### config.mk
export PLATFORM = sky130hd
export DESIGN_NAME = change_event_monitor
export DESIGN_NICKNAME = d
export VERILOG_FILES = /design/src/rtl/change_event_monitor.sv
export SDC_FILE = /design/constraint.sdc
export NUM_CORES = 1
export LEC_CHECK = 0
export ABC_AREA = 1
export CAP_MARGIN = 10
export CORE_AREA = 2 2 133 83
export CTS_CLUSTER_DIAMETER = 100
export CTS_CLUSTER_SIZE = 16
export DETAILED_ROUTE_END_ITERATION = 16
export DIE_AREA = 0 0 135 85
export HOLD_SLACK_MARGIN = 0.12
export PLACE_DENSITY_LB_ADDON = 0.25
export SLEW_MARGIN = 20
export SYNTH_ARGS = -nofsm -noshare
export SYNTH_HDL_FRONTEND = slang
export SYNTH_SLANG_ARGS = --single-unit
### constraint.sdc
create_clock -name clk -period 3.05 [get_ports clk]
set_clock_uncertainty 0.15 [all_clocks]
set_input_delay 0.4575 -clock clk [delete_from_list [all_inputs] [get_ports clk]]
set_output_delay 0.4575 -clock clk [all_outputs]
set_load 0.005 [all_outputs]
### src/rtl/change_event_monitor.sv
`default_nettype none
// ============================================================================
// Module   : change_event_monitor
// Brief    : Counts cycles in which sig_in differs from its previous sample over
//            a programmed window, then offers the total on a valid/ready port.
// Revision : 1.0 - initial release
// ============================================================================
module change_event_monitor #(
    parameter int WIDTH = 1,
    parameter int CNT_W = 32,
    parameter int WIN_W = 16
) (
    input  logic             clk,
    input  logic             rst_n,
    input  logic             start,
    input  logic [WIN_W-1:0] window,
    input  logic [WIDTH-1:0] sig_in,
    output logic             busy,
    output logic             cnt_valid,
    input  logic             cnt_ready,
    output logic [CNT_W-1:0] cnt_data,
    output logic             cnt_sat,
    output logic [WIDTH-1:0] last_val
);

    typedef enum logic [1:0] {
        S_IDLE   = 2'd0,
        S_COUNT  = 2'd1,
        S_REPORT = 2'd2
    } state_t;

    localparam logic [CNT_W-1:0] c_cnt_max = '1;
    localparam logic [WIN_W-1:0] c_win_one = WIN_W'(1);

    state_t           r_state;
    state_t           w_next;
    logic [WIN_W-1:0] r_remaining;
    logic [CNT_W-1:0] r_cnt;
    logic             r_sat;
    logic [WIDTH-1:0] r_last;
    logic             w_change;

    // Any differing bit is a single event; this is not a popcount.
    assign w_change = (sig_in != r_last);

    always_ff @(posedge clk or negedge rst_n) begin
        if (!rst_n) begin
            r_state <= S_IDLE;
        end else begin
            r_state <= w_next;
        end
    end

    always_comb begin
        w_next = r_state;
        case (r_state)
            S_IDLE: begin
                if (start) begin
                    w_next = (window == '0) ? S_REPORT : S_COUNT;
                end
            end
            S_COUNT: begin
                if (r_remaining == c_win_one) begin
                    w_next = S_REPORT;
                end
            end
            S_REPORT: begin
                if (cnt_ready) begin
                    w_next = S_IDLE;
                end
            end
            default: w_next = S_IDLE;
        endcase
    end

    always_ff @(posedge clk or negedge rst_n) begin
        if (!rst_n) begin
            r_remaining <= '0;
            r_cnt       <= '0;
            r_sat       <= 1'b0;
            r_last      <= '0;
        end else begin
            case (r_state)
                S_IDLE: begin
                    if (start) begin
                        r_cnt <= '0;
                        r_sat <= 1'b0;
                        if (window != '0) begin
                            r_last      <= sig_in;
                            r_remaining <= window;
                        end
                    end
                end
                S_COUNT: begin
                    // Saturate rather than wrap so an overflowed count never reads small.
                    if (w_change) begin
                        if (r_cnt == c_cnt_max) begin
                            r_sat <= 1'b1;
                        end else begin
                            r_cnt <= r_cnt + CNT_W'(1);
                        end
                    end
                    r_last      <= sig_in;
                    r_remaining <= r_remaining - c_win_one;
                end
                default: begin
                end
            endcase
        end
    end

    assign busy      = (r_state != S_IDLE);
    assign cnt_valid = (r_state == S_REPORT);
    assign cnt_data  = r_cnt;
    assign cnt_sat   = r_sat;
    assign last_val  = r_last;

endmodule
`default_nettype wire

**Word level (Yosys, flattened, before mapping)**

Cells that the tools add are included.

- Reduce and logical (&&, ||, !) cells: 9
- $add $sub $neg: 2
- Mux-type cells: 19
- Equality and inequality tests: 12

Operator list:

| operator | count |
|---|---|
| $mux 32 | 3 |
| $pmux 32 s2 | 1 |
| $add 32x1->32 const B | 1 |
| $eq 32x32->1 const B | 1 |
| $mux 16 | 2 |
| $pmux 16 s2 | 1 |
| $eq 16x1->1 const B | 1 |
| $logic_not 16->1 | 1 |
| $reduce_bool 16->1 | 1 |
| $sub 16x1->16 const B | 1 |
| $ne 2x2->1 const B | 6 |
| $mux 2 | 4 |
| $reduce_and 4->1 | 2 |
| $pmux 2 s3 | 1 |
| $reduce_and 3->1 | 2 |
| $mux 1 | 5 |
| $pmux 1 s2 | 2 |
| $reduce_bool 2->1 | 2 |
| $eq 2x1->1 const B | 1 |
| $eq 2x2->1 const B | 1 |
| $logic_not 2->1 | 1 |
| $ne 2x1->1 const B | 1 |
| $ne 1x1->1 | 1 |

- Bits of input ports: 21
- Register bits: 52
- Output and inout port bits: 36

**Logic depth before layout (Yosys ltp)**

Gate-level depths: netlist of run 1.

- Word-level depth: 4
- Gate-level depth with buffers: 11
- Gate-level depth less buffers: 11

**Worst setup path after synthesis of run 1**

OpenSTA, ideal clock, no wires.

- Kind: reg-to-reg
- Start: reg r_cnt[0], in the netlist cnt_data[0]
- End: reg r_cnt[17], in the netlist cnt_data[17]
- Data arrival time: 1,626 ps
- Clock period less this slack: 1,895 ps
- Setup time: 119 ps
- Cell stages (with the launch flop): 10
- Slack: 1,155 ps
- Cells stage by stage: dfrtp_1 ha_1 nand2_2 nor2_4 nand2_4 nor2_4 nand4_2 nand2_4 buf_6 o21ai_2

- Cells in the longest elaborated chain, start to end: 4

RTL lines:

| element | RTL line | source |
|---|---|---|
| start: declaration | 38 | `logic [CNT_W-1:0] r_cnt;` |
| start signal: assignment | 100 | `r_cnt <= r_cnt + CNT_W'(1);` |
| $add 32x1->32 | 100 |  |
| $mux 32 | 97 | `if (r_cnt == c_cnt_max) begin` |
| $mux 32 | 96 | `if (w_change) begin` |
| $pmux 32 s2 | 83 | `case (r_state)` |

Parallel ways exist; a longest one is shown, timed or not. The select of a mux whose other input is x is not followed.
A chain may end at the register's enable or synchronous reset.

**Worst setup path in the final report of run 1**

- Start: reg r_cnt[0], in the netlist cnt_data[0]
- End: reg r_cnt[27], in the netlist cnt_data[27]

The elaborated chain is that of the path after synthesis.

==> impl_metrics.csv, run 1 <==
group,metric,value,unit
status,run_status,"complete, no violations",
yosys,synth_cells,586,
yosys,synth_top_area_cell,"dfrtp_1",
floorplan,io_pins,57,
routing,wl,11090,microns
worst_setup_path,crit_fanout,54,
placed_design,numPortBuffers,56,
yosys,avgSynthCellArea,6.376,sq um
layout,final_nets,663,
yosys,synthTopCellsByArea,"dfrtp_1 (35%), nand2_1 (21%), nor2_1 (11%)",
grt,antenna_found_initial,0,
clock_tree,clock_latency,0.30,ns
yosys,synthMuxAreaShare,0,%
routing,vias,3894,
layout,multi_input_area,2151,sq um
floorplan,die_y,85,microns
pwr,internal-power,1642,uW
worst_setup_path,critPathKind,"register to register",
grt,grt_pass1_vias,3577,
layout,area_growth,22.74,%
layout,layout-drive-gt1-share,6.563,%
placed_design,hpwl,8429,microns
routing,post_drt_wl_per_cell,14.23,microns
clock_tree,htree_levels,2,
hold_path,min_path_type,"input pin to async pin",
yosys,netlist_area,3736,sq um
timing,fmax,0.4060,GHz
timing,timing.slew.headroom,56.88,%
pwr,leakagePower,0.001931,uW
clock_tree,post_cts_buffers,0,
routing,drc_errors,0,
timing,rsz0062_at_grt,"false",
yosys,synth_nets,610,
yosys,synth_cell_types,30,
pwr,power_density,664.7,nW/um^2
layout,fillCellCount,1085,
worst_setup_path,cp_data_required_time,3.06,ns
clock_tree,clk_pin_slew,0.07,ns
yosys,synthSimpleGateAreaFrac,43.24,%
yosys,yosysWarnings,0,
grt,grt-ovfl-total,0,
routing,drtIter0Drc,385,
timing,tns,0,ns
clock_tree,tritoncts,"yes",
timing,setup_viol,0,
yosys,yosysTopAreaCellShare,34.83,%
layout,fin_util,44.50,%
pwr,netSwitchingFraction,46.13,%
timing,finalCritPeriodShare,80.76,%
yosys,seq_area_frac_synth,34.83,%
grt,grt_usage,20.38,%
pwr,pwr-share-comb,45.7,%
yosys,synth-adder-area-share,1.005,%
floorplan,rows,29,
pwr,fin_total_pwr,3048,uW
worst_setup_path,start_kind,"register",
pwr,peakVddDrop,0.0003215,V
floorplan,die_x,135,microns
timing,min_period,2.463,ns
timing,setup_ws,0.5867,ns
layout,layout_commonest_cell,"nand2_1",
clock_tree,cts_resized,0,
yosys,synth_seq_cells,52,
pwr,power_switching,1406,uW
timing,hold_viol_final,0,
placed_design,pre_cts_ws,0.5745,ns
timing,slew_viol_final,0,
placed_design,place_congestion,0.9548,
timing,hold_slack,0.3238,ns
worst_setup_path,crit_arrival,2.47,ns
grt,grt_max_degree,55,
worst_setup_path,endpoint_kind,"register",
clock_tree,cts-buffers-inserted,5,
clock_tree,cts-hold-fix-buffers,1,
pwr,clockPowerShare,21.4,%
floorplan,die-area,11480,sq um
timing,worst_slew_pin_slew,0.6462,ns
clock_tree,clockBufferDepth,2,
layout,layout_common_cells,"nand2_1 (212), nor2_1 (112), clkdlybuf4s50_1 (55)",
yosys,synth-compound-area-share,10.62,%
floorplan,start_util,36.26,%
layout,n_antenna_cell,0,
routing,drt_first_pass_iters,6,
floorplan,coreArea,10300,sq um
clock_tree,cts_root_buf,"clkbuf_16",
routing,detail_route.vias_per_cell,4.999,
clock_tree,cts_sinks,52,
grt,grt_first_pass_wirelength,18510,microns
layout,regArea,1301,sq um
pwr,seqPwrFrac,32.9,%
job,max-cap-violations,0,
routing,ant_nets,0,
yosys,synth_top_family_by_area,"simple AND/OR/NAND/NOR gates",
yosys,synth-xor-area-share,2.579,%
[worst paths after layout]
check	startpoint	end	slack, ns	cells after the start
setup / recovery	cnt_data[0]	cnt_data[27]	0.59	8
max in group asynchronous	rst_n	cnt_data[6]	1.96	3
hold reg to reg	r_remaining[10]	r_remaining[10]	0.39	2
min in group clk	r_remaining[10]	r_remaining[10]	0.39	2
hold / removal	rst_n	r_state[0]	0.32	2
setup reg to reg	cnt_data[0]	cnt_data[27]	0.59	8
[worst max-delay path, stage by stage, from the launching register on]
cell	delay (ns)
dfrtp_1	0.49
ha_1	0.32
nand2_2	0.11
nor2_4	0.17
nand2_4	0.10
nor2_4	0.14
nand4_2	0.13
nand2_4	0.52
o21ai_0	0.19
[cell type report]
| class | instances | area share (%) |
|---|---|---|
| clock buffer | 6 | 2.810 |
| clock inverter | 2 | 0.7640 |
| inverter | 50 | 4.093 |
| multi-input combinational | 469 | 46.90 |
| sequential | 52 | 28.38 |
| tap | 139 | 3.793 |
| timing repair buffer | 61 | 13.26 |
[synthesized netlist by cell type]
master,number
xnor2_1,3
nand2_2,1
inv_1,49
o21bai_1,4
o21ai_0,34
buf_1,1
buf_2,3
buf_4,1
dfrtp_1,52
clkbuf_1,5
inv_2,1
nand4_1,3
and2_1,1
o211ai_1,1
nand3_1,52
nand4_2,1
buf_6,5
o21ai_2,19
nor2_4,3
ha_1,3
nand2_4,2
nor3_1,1
a21oi_1,2
nand2_1,212
nor2_1,112
a31oi_1,2
xor2_1,8
nor3b_1,2
nor2_2,1
or2_2,2
[metal layers]
metal,vias up,share of wire [%],GRT usage [%]
met2,122,38,27.50
met5,-,0,0
met1,1799,54,32.53
met3,15,6.9,4.122
met4,0,1.6,5.114
li1,1958,-,-
[registers in the layout, indices dropped and copies added, names as in the netlist]
signal	flops
last_val	1
r_state	2
cnt_sat	1
r_remaining	16
cnt_data	32
[cell families after synthesis]
group / count (synthesis)
AO/OA/AOI/OAI: 62
buffers and inverters: 65
adder cells (fa/ha/maj): 3
AND/OR/NAND/NOR: 393
XOR/XNOR: 11
flip-flops: 52
[stage by stage]
step | cells | area (sq um)
after floorplan | 586 | 3736
after global placement | 770 | 4412
after detailed placement | 770 | 4412
after CTS | 779 | 4586
after global routing | 779 | 4586
final | 779 | 4586
[power by group through the flow]
stage               combinational, uW  sequential, uW  clock [uW]
detailed placement               1380            1020           0
CTS                              1390            1000         669
finish                           1390            1000         653
global route                     1570            1030         694
global placement                 1340            1010           0
floorplan                        1090             969           0
Power figures use the tool's default switching activity.
==> inputs of run 2 (changes only) <==
Clock period 3.05 ns to 2.2 ns, I/O delays scaled along.
==> impl_metrics.csv, run 2 (synthesis results as in run 1) <==
group,metric,value,unit
layout,final_cells,792,
timing,worst_slew_pin_slew,0.5044,ns
floorplan,io_pins,57,
grt,grt_usage,20.31,%
routing,wl,11100,microns
timing,rsz0062_at_grt,"false",
timing,hold_viol_final,0,
placed_design,hpwl,8650,microns
placed_design,placed_area,4542,sq um
layout,area_growth,25.42,%
clock_tree,cts_sinks,52,
timing,slew_viol_final,0,
layout,layout_common_cells,"nand2_1 (212), nor2_1 (112), clkdlybuf4s50_1 (55)",
clock_tree,clk_pin_slew,0.07,ns
clock_tree,htree_levels,2,
worst_setup_path,path_delay_family,"simple AND/OR/NAND/NOR gates",
clock_tree,clockBufferDepth,2,
layout,layout_commonest_cell,"nand2_1",
floorplan,rows,29,
job,max-cap-violations,0,
floorplan,die_x,135,microns
worst_setup_path,r2r-end,"cnt_data[30]",
grt,grt_max_degree,34,
worst_setup_path,endpoint_kind,"register",
worst_setup_path,rrSetupSlack,0.21,ns
status,run_status,"complete, no violations",
timing,timing.slew.headroom,66.37,%
worst_setup_path,slowest_delay,0.41,ns
layout,fin_area,4686,sq um
timing,tns,0,ns
clock_tree,cts-buffers-inserted,5,
routing,vias,3916,
hold_path,min-delay-start,"r_remaining[15]",
layout,final_nets,677,
grt,antenna_found_initial,0,
worst_setup_path,path_depth,9,
worst_setup_path,critPathKind,"register to register",
routing,detail_route.vias_per_cell,4.944,
pwr,fin_total_pwr,4289,uW
floorplan,start_util,36.26,%
worst_setup_path,crit_arrival,2.01,ns
routing,post_drt_wl_per_cell,14.02,microns
grt,grt-ovfl-total,0,
routing,ant_nets,0,
pwr,power_density,915.3,nW/um^2
routing,drtIter0Drc,345,
timing,setup_viol,0,
clock_tree,cts_root_buf,"clkbuf_16",
timing,finalCritPeriodShare,90.45,%
routing,drc_errors,0,
worst_setup_path,crit_buf_inv,1,
hold_path,hold_end,"r_remaining[15]",
clock_tree,tritoncts,"yes",
worst_setup_path,start_kind,"register",
layout,fillCellCount,1082,
worst_setup_path,crit_chain,"ha_1, nand2_2, nor2_4, nand2_4, nor2_4, nand4_2, nand2_4, buf_4, o21ai_0",
routing,drt_first_pass_iters,4,
placed_design,place_congestion,0.9410,
layout,layout-drive-gt1-share,8.423,%
worst_setup_path,cp_data_required_time,2.22,ns
worst_setup_path,reg2reg_from,"cnt_data[1]",
timing,fmax,0.5026,GHz
worst_setup_path,critPathSlowestCell,"dfrtp_1",
floorplan,die_y,85,microns
layout,n_antenna_cell,0,
pwr,leakagePower,0.001998,uW
grt,grt_first_pass_wirelength,18480,microns
worst_setup_path,crit_fanout,22,
floorplan,die-area,11480,sq um
layout,largest_reg_flops,32,
hold_path,min_path_type,"register to register",
floorplan,coreArea,10300,sq um
hold_path,min_path_cells,2,
placed_design,numPortBuffers,56,
timing,min_period,1.990,ns
pwr,peakVddDrop,0.0007610,V
worst_setup_path,r2r_cells,9,
clock_tree,cts_resized,0,
clock_tree,clock_latency,0.29,ns
placed_design,place_inst,784,
grt,grt_pass1_vias,3687,
==> run 2: cell type report <==
cell class	count	area (sq um)	share of cell area [%]
Clock buffer	6	128.9	2.750
Tap cell	139	173.9	3.712
Multi-Input combinational cell	469	2151	45.90
Sequential cell	52	1301	27.77
Timing Repair Buffer	75	738.2	15.75
Clock inverter	1	5.005	0.1068
Inverter	50	187.7	4.005
==> run 2: how the worst max path moves through the flow <==
stage                start              to  slack [ns]
3_5_place_dp    window[13]  r_remaining[1]       0.003
4_1_cts        cnt_data[1]    cnt_data[30]        0.21
6_report       cnt_data[1]    cnt_data[30]        0.21
5_1_grt        cnt_data[1]    cnt_data[27]        0.04
3_3_place_gp    window[13]  r_remaining[8]        0.02
2_1_floorplan  cnt_data[0]    cnt_data[17]        0.31
==> run 2: through the flow <==
| stage | util, % | hold WS [ns] | setup WS, ns |
|---|---|---|---|
| after floorplan | - | -0.1156 | 0.3051 |
| after global placement | 44.07 | 0.1797 | 0.02335 |
| after detailed placement | 44.07 | 0.1759 | 0.002760 |
| after CTS | 45.47 | 0.3810 | 0.2051 |
| after global routing | 45.47 | 0.4274 | 0.03669 |
| final | 45.47 | 0.3884 | 0.2102 |
==> run 2: what timing repair did <==
item	4_1_cts	5_1_grt
hold buffers	1	0
endpoints found under the hold margin	19	0
setup buffers	0	0
==> run 2: power breakdown <==
group,internal (uW),switching (uW)
sequential,1160,211
combinational,742,1410
clock,415,349
total,2320,1970
==> run 2: tightest hold or removal path: stages, from the launching register on <==
cell	delay [ns]
dfrtp_1	0.38
nand2_1	0.07
nand2_1	0.06
==> run 2: layer usage <==
layer	global-route usage (%)	vias up	part of all wire, %
met2	27.96	125	38
met4	4.167	0	0.57
met5	0	-	0
li1	-	1979	-
met1	32.64	1806	53
met3	3.584	6	7.5
